[config.mk]
export PLATFORM = sky130hd
export DESIGN_NAME = ro_window_counter
export DESIGN_NICKNAME = d
export VERILOG_FILES = /design/src/rtl/ro_window_counter.sv
export SDC_FILE = /design/constraint.sdc
export NUM_CORES = 1
export LEC_CHECK = 0
export ABC_AREA = 0
export CAP_MARGIN = 10
export CORE_ASPECT_RATIO = 0.7
export CORE_MARGIN = 2
export CORE_UTILIZATION = 55
export CTS_CLUSTER_SIZE = 40
export DETAILED_ROUTE_END_ITERATION = 10
export PLACE_DENSITY = 0.81
export SLEW_MARGIN = 25
export SYNTH_ARGS = -nofsm -noshare
export SYNTH_HDL_FRONTEND = slang
export SYNTH_SLANG_ARGS = --single-unit
[constraint.sdc]
create_clock -name Clock -period 4.5 [get_ports Clock]
set_input_delay 0.675 -clock Clock [delete_from_list [all_inputs] [get_ports Clock]]
set_output_delay 0.675 -clock Clock [all_outputs]
set_load 0.05 [all_outputs]
[src/rtl/ro_window_counter.sv]
// ro_window_counter
//   Multi-channel ring-oscillator edge counter. Each RO input is synchronised
//   into the Clock domain and edge-detected. The detected edges are prescaled
//   by 2^DIV_LOG2 and counted, with saturation, over a window of Window Clock
//   cycles. At the end of the window the block produces the RO PUF response
//   bit, which is 1 when channel 0 counted more than channel 1.
//
// Ports
//   Clock   : system clock, rising edge
//   Reset   : asynchronous, active-low reset
//   Ro_in   : NUM_CH ring-oscillator outputs, asynchronous to Clock
//   Start   : begin a measurement (accepted only when idle)
//   Window  : window length in Clock cycles, sampled together with Start
//   Busy    : high while the window is open
//   Done    : one-cycle pulse when Counts/Sat/Resp are valid
//   Counts  : per-channel counts, channel i at [i*CNT_W +: CNT_W]
//   Sat     : per-channel sticky saturation flags
//   Resp    : response bit, count0 > count1 (unsigned)
module ro_window_counter #(
    parameter int CNT_W       = 32,
    parameter int NUM_CH      = 2,
    parameter int WIN_W       = 16,
    parameter int DIV_LOG2    = 3,
    parameter int SYNC_STAGES = 2
) (
    input  logic                    Clock,
    input  logic                    Reset,
    input  logic [NUM_CH-1:0]       Ro_in,
    input  logic                    Start,
    input  logic [WIN_W-1:0]        Window,
    output logic                    Busy,
    output logic                    Done,
    output logic [NUM_CH*CNT_W-1:0] Counts,
    output logic [NUM_CH-1:0]       Sat,
    output logic                    Resp
);

    typedef enum logic [1:0] {
        ST_IDLE = 2'd0,
        ST_RUN  = 2'd1,
        ST_DONE = 2'd2
    } state_t;

    state_t                    state_reg, state_next;
    logic [WIN_W-1:0]          win_cnt_reg, win_cnt_next;
    logic                      resp_reg, resp_next;
    logic                      start_accept;
    logic                      resp_cmp;
    logic [NUM_CH*CNT_W-1:0]   cnt_next_flat;

    // ------------------------------------------------------------------
    // Control FSM
    // ------------------------------------------------------------------
    always_comb begin
        state_next   = state_reg;
        win_cnt_next = win_cnt_reg;
        start_accept = 1'b0;
        case (state_reg)
            ST_IDLE: begin
                if (Start) begin
                    start_accept = 1'b1;
                    win_cnt_next = Window;
                    // A zero-length window skips straight to the result cycle.
                    state_next   = (Window == '0) ? ST_DONE : ST_RUN;
                end
            end
            ST_RUN: begin
                win_cnt_next = win_cnt_reg - 1'b1;
                if (win_cnt_reg == WIN_W'(1)) begin
                    state_next = ST_DONE;
                end
            end
            ST_DONE: begin
                state_next = ST_IDLE;
            end
            default: begin
                state_next = ST_IDLE;
            end
        endcase
    end

    // Resp is captured on the transition into DONE from the final counts
    // (including any increment from the last window cycle), so it is already
    // valid while Done is high.
    always_comb begin
        resp_next = resp_reg;
        if (start_accept) begin
            resp_next = 1'b0;
        end else if (state_reg == ST_RUN && state_next == ST_DONE) begin
            resp_next = resp_cmp;
        end
    end

    always_ff @(posedge Clock or negedge Reset) begin
        if (!Reset) begin
            state_reg   <= ST_IDLE;
            win_cnt_reg <= '0;
            resp_reg    <= 1'b0;
        end else begin
            state_reg   <= state_next;
            win_cnt_reg <= win_cnt_next;
            resp_reg    <= resp_next;
        end
    end

    // ------------------------------------------------------------------
    // Per-channel front end, prescaler and saturating counter
    // ------------------------------------------------------------------
    generate
        for (genvar gi = 0; gi < NUM_CH; gi++) begin : g_ch
            logic [SYNC_STAGES-1:0] sync_reg;
            logic                   prev_reg;
            logic                   detect_reg;
            logic                   wrap;
            logic                   inc;
            logic [CNT_W-1:0]       cnt_reg, cnt_next;
            logic                   sat_reg, sat_next;

            // Synchroniser and registered rising-edge detect; the detect
            // pulse appears SYNC_STAGES+1 cycles after the input rises.
            always_ff @(posedge Clock or negedge Reset) begin
                if (!Reset) begin
                    sync_reg   <= '0;
                    prev_reg   <= 1'b0;
                    detect_reg <= 1'b0;
                end else begin
                    sync_reg   <= {sync_reg[SYNC_STAGES-2:0], Ro_in[gi]};
                    prev_reg   <= sync_reg[SYNC_STAGES-1];
                    detect_reg <= sync_reg[SYNC_STAGES-1] & ~prev_reg;
                end
            end

            if (DIV_LOG2 == 0) begin : g_nodiv
                assign wrap = detect_reg;
            end else begin : g_div
                logic [DIV_LOG2-1:0] pre_reg;

                // Remainder is dropped at the next accepted Start.
                always_ff @(posedge Clock or negedge Reset) begin
                    if (!Reset) begin
                        pre_reg <= '0;
                    end else if (start_accept) begin
                        pre_reg <= '0;
                    end else if (state_reg == ST_RUN && detect_reg) begin
                        pre_reg <= pre_reg + 1'b1;
                    end
                end

                assign wrap = detect_reg & (&pre_reg);
            end

            assign inc = (state_reg == ST_RUN) && wrap;

            always_comb begin
                cnt_next = cnt_reg;
                sat_next = sat_reg;
                if (start_accept) begin
                    cnt_next = '0;
                    sat_next = 1'b0;
                end else if (inc) begin
                    if (&cnt_reg) begin
                        sat_next = 1'b1;
                    end else begin
                        cnt_next = cnt_reg + 1'b1;
                    end
                end
            end

            always_ff @(posedge Clock or negedge Reset) begin
                if (!Reset) begin
                    cnt_reg <= '0;
                    sat_reg <= 1'b0;
                end else begin
                    cnt_reg <= cnt_next;
                    sat_reg <= sat_next;
                end
            end

            assign cnt_next_flat[gi*CNT_W +: CNT_W] = cnt_next;
            assign Counts[gi*CNT_W +: CNT_W]        = cnt_reg;
            assign Sat[gi]                          = sat_reg;
        end

        if (NUM_CH >= 2) begin : g_resp
            assign resp_cmp = cnt_next_flat[0 +: CNT_W] > cnt_next_flat[CNT_W +: CNT_W];
        end else begin : g_noresp
            assign resp_cmp = 1'b0;
        end
    endgenerate

    assign Busy = (state_reg == ST_RUN);
    assign Done = (state_reg == ST_DONE);
    assign Resp = resp_reg;

endmodule

==> flow_metrics.py <==
metrics = {
    "outcome": {
        "outcome": "completed",
    },
    "clocking": {
        "cts_inserted_buffers": 9,
        "cts-htree-levels": 3,
        "clockBufferDepth": 2,
        "hold_buffers": 0,
        "cts_resized": 0,
        "clkSinkCount": 99,
        "clockRootBuffer": "clkbuf_16",
        "clock_latency_ns": 0.35,
        "postCtsSetupRepairBufs": 0,
        "path_clk_slew_ns": 0.07,
        "cts_tree": "done",
    },
    "sta": {
        "fin_crit_sh_pct": 92.7,
        "tns_ns": 0,
        "max_freq_mhz": 240,
        "rsz0062_at_grt": "no",
        "fin_skew_ns": 0.00456,
        "slew_headroom_pct": 28.8,
        "setup_viol": 0,
        "slew_viol_final": 0,
        "worst_pin_slew_ns": 1.07,
        "finalHoldViolCount": 0,
        "fin_crit_ns": 4.17,
    },
    "detailed_routing": {
        "vias": 5442,
        "wl_per_cell_um": 18.3,
        "ant_nets": 0,
        "drc_errors": 0,
        "first_pass_iters": 7,
        "drt-vias-per-instance": 6.16,
        "drt_iter0_drc": 531,
        "routed_wl_mm": 16.2,
    },
    "final_layout": {
        "fill_cells": 793,
        "finalNetCount": 808,
        "layout_commonest_cell": "dfrtp_1",
        "antenna_cells": 0,
        "stdcell_area_um2": 7320,
        "drive_gt1_share_pct": 9.04,
        "largest_register_ffs": 64,
        "syn2layout_area_growth_pct": 23.1,
        "most-common-layout-cells": "dfrtp_1, clkdlybuf4s50_1, nor2_1, nand2_1, nand3_1",
    },
    "setup_path": {
        "startpoint_type": "register",
        "worstPathRequired_ns": 4.71,
        "arrival_ns": 4.38,
        "endpoint_kind": "register",
        "r2r-start": "g_ch[0].cnt_reg[0]",
        "crit_type": "reg2reg",
        "path_max_fanout": 7,
        "reg2reg_to": "Resp",
        "r2r_setup_slack_ns": 0.33,
        "cp-endpoint": "Resp",
        "crit_start": "g_ch[0].cnt_reg[0]",
        "r2r_cells": 14,
    },
    "synth": {
        "synth.yosys.warnings": 0,
        "synth.net_count": 718,
        "syn_inst": 657,
        "synthesis.area_um2": 5950,
        "ys.flop_type": "dfrtp_1",
        "syn_avg_cell_area_um2": 9.06,
        "synth-seq-cells": 99,
        "synth_cell_types": 56,
        "synth-edff-count": 0,
        "synthArstFlopShare_pct": 100,
        "synth_seq_area_share_pct": 41.6,
    },
    "global_routing": {
        "grt_pass1_wl_mm": 27.2,
        "grt_pass1_vias": 5284,
        "grt_max_degree": 64,
        "grt_usage_pct": 29.6,
        "antenna_found_initial": 0,
        "overflow": 0,
    },
    "placed_design": {
        "port_buffers": 89,
        "gp_congestion": 0.933,
        "placedInstanceArea_um2": 7030,
        "hpwl_mm": 12.0,
    },
    "die": {
        "num_rows": 31,
        "start_util_pct": 57.0,
        "die_area_um2": 11700,
        "fp.dieW_um": 128,
        "die_y_um": 91.0,
        "core_area_um2": 10400,
        "io_pins": 90,
    },
    "pwr": {
        "p_per_area_nw_per_um2": 743,
        "ir_worst_vdd_v": 0.000593,
        "p_leak_uw": 0.00304,
    },
    "min_path": {
        "min_path_type": "reg2reg",
    },
    "run": {
        "drv_cap": 0,
    },
}
## layer usage
layer	vias up	track usage (%)	part of all wire, %
li1	2561	-	-
met1	2602	44.0	46
met2	254	44.4	44
met3	25	6.31	8.1
met4	0	7.23	1.4
met5	-	0	0
## worst max-delay path, stage by stage, from the launching register on
cell,delay (ns)
dfrtp_1,0.43
ha_1,0.19
nand2_1,0.11
or4_1,0.64
nor4_2,0.71
nor4_1,0.13
xnor2_1,0.16
nor2_1,0.16
ha_1,0.28
a21oi_1,0.14
o21ai_0,0.14
a221o_1,0.35
a211o_1,0.26
a211oi_1,0.21
o22ai_1,0.11
## cell usage after synthesis, types with 3 or more instances
| cell type | n | area [um2] |
|---|---|---|
| nor4_1 | 18 | 113 |
| o211ai_1 | 5 | 37.5 |
| o22ai_1 | 3 | 18.8 |
| ha_1 | 40 | 500 |
| a211oi_1 | 4 | 30.0 |
| xor2_1 | 36 | 315 |
| nor3_1 | 12 | 60.1 |
| or2_2 | 25 | 156 |
| or3_1 | 3 | 18.8 |
| or4_1 | 4 | 30.0 |
| and2_1 | 13 | 81.3 |
| nand2_1 | 68 | 255 |
| nor2b_1 | 4 | 25.0 |
| a21oi_1 | 32 | 160 |
| nor2_1 | 72 | 270 |
| and3_1 | 11 | 68.8 |
| inv_1 | 12 | 45.0 |
| nand2b_1 | 3 | 18.8 |
| a32oi_1 | 4 | 35.0 |
| xnor2_1 | 17 | 149 |
| nand3_1 | 44 | 220 |
| dfrtp_1 | 99 | 2480 |
| and4_1 | 6 | 52.6 |
| o22a_1 | 8 | 70.1 |
| a31oi_1 | 5 | 31.3 |
| o21ai_0 | 20 | 100 |
| clkbuf_1 | 20 | 75.1 |
| a22oi_1 | 4 | 30.0 |
| nand4_1 | 28 | 175 |
## how the worst min path moves through the flow
| stage | startpoint | end | cells after the start |
|---|---|---|---|
| finish | g_ch[1].sync_reg[0] | g_ch[1].sync_reg[1] | 0 |
| global route | g_ch[1].sync_reg[0] | g_ch[1].sync_reg[1] | 0 |
| global placement | g_ch[0].sync_reg[0] | g_ch[0].sync_reg[1] | 0 |
| CTS | g_ch[1].sync_reg[0] | g_ch[1].sync_reg[1] | 0 |
| detailed placement | g_ch[0].sync_reg[0] | g_ch[0].sync_reg[1] | 0 |
| floorplan | g_ch[0].sync_reg[0] | g_ch[0].sync_reg[1] | 0 |
## cell families (layout without fill, tap and decap cells)
| family | after synthesis | after routing | synth area share (%) |
|---|---|---|---|
| AOI/OAI and AO/OA | 101 | 101 | 11.0 |
| xor gates and xnor gates | 53 | 53 | 7.80 |
| adders and majority gates | 40 | 40 | 8.41 |
| buffers and inverters | 39 | 134 | 2.75 |
| DFF | 99 | 99 | 41.6 |
| muxes | 4 | 4 | 0.715 |
| and+or+nand+nor | 321 | 321 | 27.7 |
## cell type report
type	count	area (um2)	share of cell area (%)
inverters	13	48.8	0.666
repair buffers	105	1020	13.9
multi-input cells	519	3320	45.3
clock inverters	7	70.1	0.957
flip-flops and latches	99	2480	33.8
clock buffers	9	225	3.07
well taps	132	165	2.25
## per-stage QoR
| step | hold slack, ns | power (uW) | worst slack (ns) | std cells | utilization, % |
|---|---|---|---|---|---|
| global placement | 0.343 | 4510 | 0.594 | 868 | 67.4 |
| finish | 0.358 | 5440 | 0.328 | 884 | 70.2 |
| detailed placement | 0.336 | 4630 | 0.427 | 868 | 67.4 |
| CTS | 0.366 | 5430 | 0.414 | 884 | 70.2 |
| global route | 0.372 | 5780 | 0.0933 | 884 | 70.2 |
| floorplan | 0.331 | 3630 | 0.439 | 657 | - |
## power by group
part	total [uW]	switching (uW)	internal, uW
Combinational	2960	1880	1080
Clock	769	378	391
Sequential	1720	472	1240
(Power assumes the default switching activity.)
